$ cat config.mk
export PLATFORM = sky130hd
export DESIGN_NAME = kmkz_pipe_ctrl
export DESIGN_NICKNAME = d
export VERILOG_FILES = /design/src/rtl/kmkz_pipe_ctrl.sv
export SDC_FILE = /design/constraint.sdc
export NUM_CORES = 1
export LEC_CHECK = 0
export CAP_MARGIN = 20
export CORE_MARGIN = 4
export CORE_UTILIZATION = 43
export CTS_CLUSTER_DIAMETER = 150
export CTS_CLUSTER_SIZE = 28
export DETAILED_ROUTE_END_ITERATION = 10
export PLACE_DENSITY = 0.79
export SYNTH_ARGS = -nofsm -noshare
export SYNTH_HDL_FRONTEND = slang
export SYNTH_SLANG_ARGS = --single-unit
$ cat constraint.sdc
create_clock -name CLK -period 1.7 [get_ports CLK]
set_input_delay 0.17 -clock CLK [delete_from_list [all_inputs] [get_ports CLK]]
set_output_delay 0.17 -clock CLK [all_outputs]
set_load 0.01 [all_outputs]
$ cat src/rtl/kmkz_pipe_ctrl.sv
// kmkz_pipe_ctrl: pipeline stall/kill control, interrupt/NMI
// synchronisers and the RUN/HALT/WFI core state machine.
//
// Ports:
//   CLK, nRST       clock, async active-low reset
//   stall_req_i     per-stage stall requests (bit0 = fetch)
//   bra_i           branch taken at BRANCH_STAGE
//   trap_i, wfi_i   execute-stage trap / WFI retire
//   dbg_halt_i      debugger halt request
//   dbg_resume_i    debugger resume
//   nIRQ            async active-low interrupts
//   irq_mask_i      interrupt enables (1 = enabled)
//   nNMI            async active-low NMI
//   nmi_ack_i       clears the latched NMI
//   stall_o         per-stage stall (writeback never stalls)
//   kill_o          per-stage kill (squash wrong-path work)
//   irq_pending_o   synchronised, masked interrupts
//   nmi_pending_o   latched NMI
//   halted_o, wfi_o state decodes
module kmkz_pipe_ctrl #(
  parameter int N_STAGES     = 4,
  parameter int BRANCH_STAGE = 2,
  parameter int N_IRQ        = 32,
  parameter int SYNC_STAGES  = 2
) (
  input  logic                CLK,
  input  logic                nRST,
  input  logic [N_STAGES-1:0] stall_req_i,
  input  logic                bra_i,
  input  logic                trap_i,
  input  logic                wfi_i,
  input  logic                dbg_halt_i,
  input  logic                dbg_resume_i,
  input  logic [N_IRQ-1:0]    nIRQ,
  input  logic [N_IRQ-1:0]    irq_mask_i,
  input  logic                nNMI,
  input  logic                nmi_ack_i,
  output logic [N_STAGES-1:0] stall_o,
  output logic [N_STAGES-1:0] kill_o,
  output logic [N_IRQ-1:0]    irq_pending_o,
  output logic                nmi_pending_o,
  output logic                halted_o,
  output logic                wfi_o
);

  typedef enum logic [1:0] {
    ST_RUN  = 2'b00,
    ST_HALT = 2'b01,
    ST_WFI  = 2'b10
  } state_t;

  state_t                  r_state;
  logic [BRANCH_STAGE-1:0] r_bra_hist;
  logic [BRANCH_STAGE-1:0] w_hist_nxt;
  logic [N_IRQ-1:0]        r_sync_irq [SYNC_STAGES];
  logic [SYNC_STAGES-1:0]  r_sync_nmi;
  logic                    r_nmi_prev;
  logic [N_IRQ-1:0]        r_irq_pend;
  logic                    r_nmi_pend;
  logic [N_STAGES-1:0]     w_stall;
  logic [N_STAGES-1:0]     w_kill;
  logic                    w_not_run;
  logic                    w_nmi_s;
  logic                    w_nmi_edge;
  logic                    w_wake;
  logic                    w_unused;

  // Fetch's own request only stalls stages behind it, of
  // which there are none.
  assign w_unused  = stall_req_i[0];

  assign w_not_run = (r_state != ST_RUN);

  // A stage stalls when any younger-indexed (downstream)
  // stage requests, or the core is not running.
  always_comb begin
    w_stall = '0;
    for (int s = 0; s < N_STAGES-1; s++) begin
      w_stall[s] = w_not_run;
      for (int j = s+1; j < N_STAGES; j++) begin
        w_stall[s] = w_stall[s] | stall_req_i[j];
      end
    end
  end

  assign stall_o = w_stall;

  // Stage s is wrong-path while a taken branch is still
  // within s slots of it in the history.
  always_comb begin
    w_kill = '0;
    for (int s = 0; s <= BRANCH_STAGE; s++) begin
      w_kill[s] = bra_i;
      for (int k = 0; k < s; k++) begin
        w_kill[s] = w_kill[s] | r_bra_hist[k];
      end
    end
  end

  assign kill_o = w_kill;

  always_comb begin
    w_hist_nxt    = r_bra_hist << 1;
    w_hist_nxt[0] = bra_i;
  end

  // History advances only when the branch stage moves.
  always_ff @(posedge CLK or negedge nRST) begin
    if (!nRST) begin
      r_bra_hist <= '0;
    end else if (!w_stall[BRANCH_STAGE]) begin
      r_bra_hist <= w_hist_nxt;
    end
  end

  always_ff @(posedge CLK or negedge nRST) begin
    if (!nRST) begin
      for (int k = 0; k < SYNC_STAGES; k++) begin
        r_sync_irq[k] <= '1;
      end
    end else begin
      r_sync_irq[0] <= nIRQ;
      for (int k = 1; k < SYNC_STAGES; k++) begin
        r_sync_irq[k] <= r_sync_irq[k-1];
      end
    end
  end

  always_ff @(posedge CLK or negedge nRST) begin
    if (!nRST) begin
      r_irq_pend <= '0;
    end else begin
      r_irq_pend <= ~r_sync_irq[SYNC_STAGES-1]
                    & irq_mask_i;
    end
  end

  assign irq_pending_o = r_irq_pend;

  assign w_nmi_s    = r_sync_nmi[SYNC_STAGES-1];
  assign w_nmi_edge = r_nmi_prev & ~w_nmi_s;

  // Edge-triggered so a held-low NMI latches only once;
  // a new edge outranks a simultaneous acknowledge.
  always_ff @(posedge CLK or negedge nRST) begin
    if (!nRST) begin
      r_sync_nmi <= '1;
      r_nmi_prev <= 1'b1;
      r_nmi_pend <= 1'b0;
    end else begin
      r_sync_nmi <= {r_sync_nmi[SYNC_STAGES-2:0], nNMI};
      r_nmi_prev <= w_nmi_s;
      if (w_nmi_edge) begin
        r_nmi_pend <= 1'b1;
      end else if (nmi_ack_i) begin
        r_nmi_pend <= 1'b0;
      end
    end
  end

  assign nmi_pending_o = r_nmi_pend;

  assign w_wake = (|r_irq_pend) | r_nmi_pend;

  always_ff @(posedge CLK or negedge nRST) begin
    if (!nRST) begin
      r_state <= ST_RUN;
    end else begin
      case (r_state)
        ST_RUN: begin
          if (trap_i | dbg_halt_i) begin
            r_state <= ST_HALT;
          end else if (wfi_i) begin
            r_state <= ST_WFI;
          end
        end
        ST_HALT: begin
          if (dbg_resume_i & ~dbg_halt_i) begin
            r_state <= ST_RUN;
          end
        end
        ST_WFI: begin
          if (dbg_halt_i) begin
            r_state <= ST_HALT;
          end else if (w_wake) begin
            r_state <= ST_RUN;
          end
        end
        default: r_state <= ST_RUN;
      endcase
    end
  end

  assign halted_o = (r_state == ST_HALT);
  assign wfi_o    = (r_state == ST_WFI);

endmodule

==> results.py <==
metrics = {
    "outcome": {
        "violations": "negative setup slack",
        "status": "finished with violations",
    },
    "timing": {
        "fin_crit_ps": 1752,
        "slew_viol_final": 0,
        "setup_viol": 1,
        "hold_violations": 0,
        "post-route-period-util_pct": 103.1,
        "fmax_ghz": 0.5708,
        "rsz0062_at_grt": "yes",
        "fin_skew_ps": 12.50,
        "timing.final.ws_setup_ps": -51.85,
        "hold_ws_ps": 200.8,
    },
    "floorplanning": {
        "core-area_mm2": 0.006907,
        "rows": 30,
        "fp.dieArea_mm2": 0.008674,
        "die_y_um": 93.14,
        "io_pins": 120,
        "die_w_um": 93.14,
        "initial_utilization_pct": 45.13,
    },
    "grt": {
        "grt_max_degree": 56,
        "gr-usage-met3_pct": 4.827,
        "grt_use_met2_pct": 23.76,
        "overflow": 0,
        "antenna_found_initial": 0,
        "grt.met1_usage_pct": 14.39,
        "grt.busiest_layer": "met2",
        "grt_pass1_wl_mm": 8.638,
        "grt.total_usage_pct": 13.32,
        "grt_pass1_vias": 1853,
    },
    "layout": {
        "drive_gt1_share_pct": 30.52,
        "fin_nets": 380,
        "area_growth_syn_to_layout_pct": 49.30,
        "antenna_cells": 0,
        "final_cell_count_no_fill": 404,
    },
    "setup_path": {
        "critPathArrivalTime_ps": 1580,
        "end_kind": "output pin",
        "r2r_cells": 5,
        "critPathKind": "flip-flop to output pin",
        "cp.required_ps": 1530,
        "crit_fanout": 3,
        "startpoint_type": "flip-flop",
    },
    "cts": {
        "cts_tree": "built",
        "htree_levels": 3,
        "cts.sinks": 104,
        "clock_path_buffers": 2,
        "root_buffer": "clkbuf_8",
        "clk_pin_slew_ps": 80,
        "numCtsBuffers": 9,
        "clock_latency_ps": 350,
    },
    "synth": {
        "synth.avg_cell_area_um2": 18.12,
        "ys_types": 22,
        "ys_seq_area_share_pct": 86.19,
        "yosysWarnings": 0,
        "netlist_area_mm2": 0.003117,
        "synth_cells": 172,
        "ys_seq_elements": 104,
    },
    "placed_design": {
        "port_buffers": 116,
        "place.gp.congestion": 0.7183,
        "dp_hpwl_mm": 4.216,
        "dp.cells": 387,
        "post-place-ws_ps": -183.4,
    },
    "pwr": {
        "leakage_uw": 0.001917,
        "ir_worst_vdd_mv": 0.6045,
        "p_per_area_mw_per_mm2": 1031,
    },
    "route": {
        "vias": 1738,
        "drc": 0,
        "drt-total-wl_mm": 5.506,
        "drtPass1Iterations": 3,
        "vias_per_cell": 4.302,
        "drt_iter0_drc": 20,
        "detail-route-antenna-nets": 0,
        "routedWlPerCell_um": 13.63,
    },
    "hold_path": {
        "hold_path.class": "input pin to async pin",
    },
    "flow_run": {
        "drv_cap": 0,
    },
}
per-stage QoR:
stage / power [uW] / util, % / instance area (um^2) / TNS, ps
2_1_floorplan: 2883 / - / 3120 / 0
3_3_place_gp: 3240 / 64.31 / 4442 / -193.7
3_5_place_dp: 3259 / 64.31 / 4442 / -251.1
4_1_cts: 4865 / 67.45 / 4658 / -77.32
5_1_grt: 5013 / 67.37 / 4653 / -118.6
6_report: 4798 / 67.37 / 4653 / -51.85
area by class of cell:
class | count | area (um^2)
Inverter | 2 | 7.507
Fill cell | 521 | 2253
Multi-Input combinational cell | 63 | 404.1
Timing Repair Buffer | 123 | 1219
Sequential cell | 104 | 2686
Clock buffer | 13 | 148.9
Tap cell | 96 | 120.1
Clock inverter | 3 | 67.56
state kept, by name, indices dropped and copies added (netlist names):
register and flops:
r_nmi_prev 1, nmi_pending_o 1, r_sync_irq 64, r_bra_hist 2
irq_pending_o 32, r_state 2, r_sync_nmi 2
timing repair:
| action | 4_1_cts | 5_1_grt |
|---|---|---|
| endpoints found under the hold margin | 40 | 0 |
| hold buffers | 1 | 0 |
| buffers inserted | 0 | 0 |
| resized for setup | 15 | 1 |
| endpoints found under the setup margin | 7 | 2 |
per-layer routing:
metal	vias up	part of all wire, %
li1	814	-
met1	845	37
met2	69	54
met3	10	8.1
met4	0	1.4
met5	-	0
report_power, final:
group          total, uW  internal, uW  switching, uW  leakage (uW)
combinational        466           309            158      0.000636
sequential          2730          2680           56.9       0.00118
clock               1600           872            727      0.000104
synth_stat cells:
| library cell | instances | share of area, % |
|---|---|---|
| dfstp_2 | 67 | 56 |
| dfrtp_1 | 37 | 30 |
| nor2b_1 | 33 | 6.6 |
| nor4_1 | 9 | 1.8 |
| buf_4 | 3 | 0.72 |
| or3_1 | 3 | 0.60 |
| inv_1 | 2 | 0.24 |
| mux2_4 | 2 | 0.96 |
| nand2_1 | 2 | 0.24 |
| nand3_1 | 2 | 0.32 |
| a21o_1 | 1 | 0.24 |
| and2b_1 | 1 | 0.24 |
| buf_2 | 1 | 0.16 |
| conb_1 | 1 | 0.12 |
| nand4_1 | 1 | 0.20 |
| nor2_1 | 1 | 0.12 |
| nor3_1 | 1 | 0.16 |
| o21ai_0 | 1 | 0.16 |
| o22ai_1 | 1 | 0.20 |
| o2bb2ai_1 | 1 | 0.28 |
| or2_1 | 1 | 0.20 |
| or2_2 | 1 | 0.20 |
critical path, cell delays in order, from the launching register on:
cell and delay (ps):
dfrtp_1 390, or3_4 390, or3_1 320, buf_2 150
final timing paths:
kind	start	slack, ps	to
min	nRST	200	irq_pending_o[17]$_DFF_PN0_
max	r_state[1]$_DFFE_PN0P_	-50	stall_o[0]
min reg2reg	r_sync_irq[55]$_DFF_PN1_	350	r_sync_irq[23]$_DFF_PN1_
min in group CLK	nIRQ[2]	220	r_sync_irq[34]$_DFF_PN1_
max in group asynchronous	nRST	950	r_sync_irq[14]$_DFF_PN1_
max reg2reg	irq_pending_o[6]$_DFF_PN0_	330	r_state[1]$_DFFE_PN0P_
cells by family after synthesis:
logic type | after synthesis | share of synthesized area, %
flip-flops | 104 | 86.19
AO/OA/AOI/OAI | 4 | 0.8833
AND/OR/NAND/NOR | 55 | 10.72
other | 1 | 0.1203
multiplexers | 2 | 0.9635
buffers and inverters | 6 | 1.124
cell usage in the layout (no fill, tap or decap), types with 2 or more instances in the layout:
master	Yosys	layout
or3_1	3	2
buf_12	0	2
clkdlybuf4s50_1	0	108
dfrtp_1	37	37
dfstp_2	67	67
nand3_1	2	2
nor4_1	9	9
bufinv_16	0	2
buf_2	1	2
dlygate4sd2_1	0	4
nor2b_1	33	33
mux2_4	2	2
nand2_1	2	2
buf_4	3	5
conb_1	1	2
clkbuf_8	0	10
inv_1	2	2
clkbuf_1	0	3
Power figures use the tool's default switching activity.
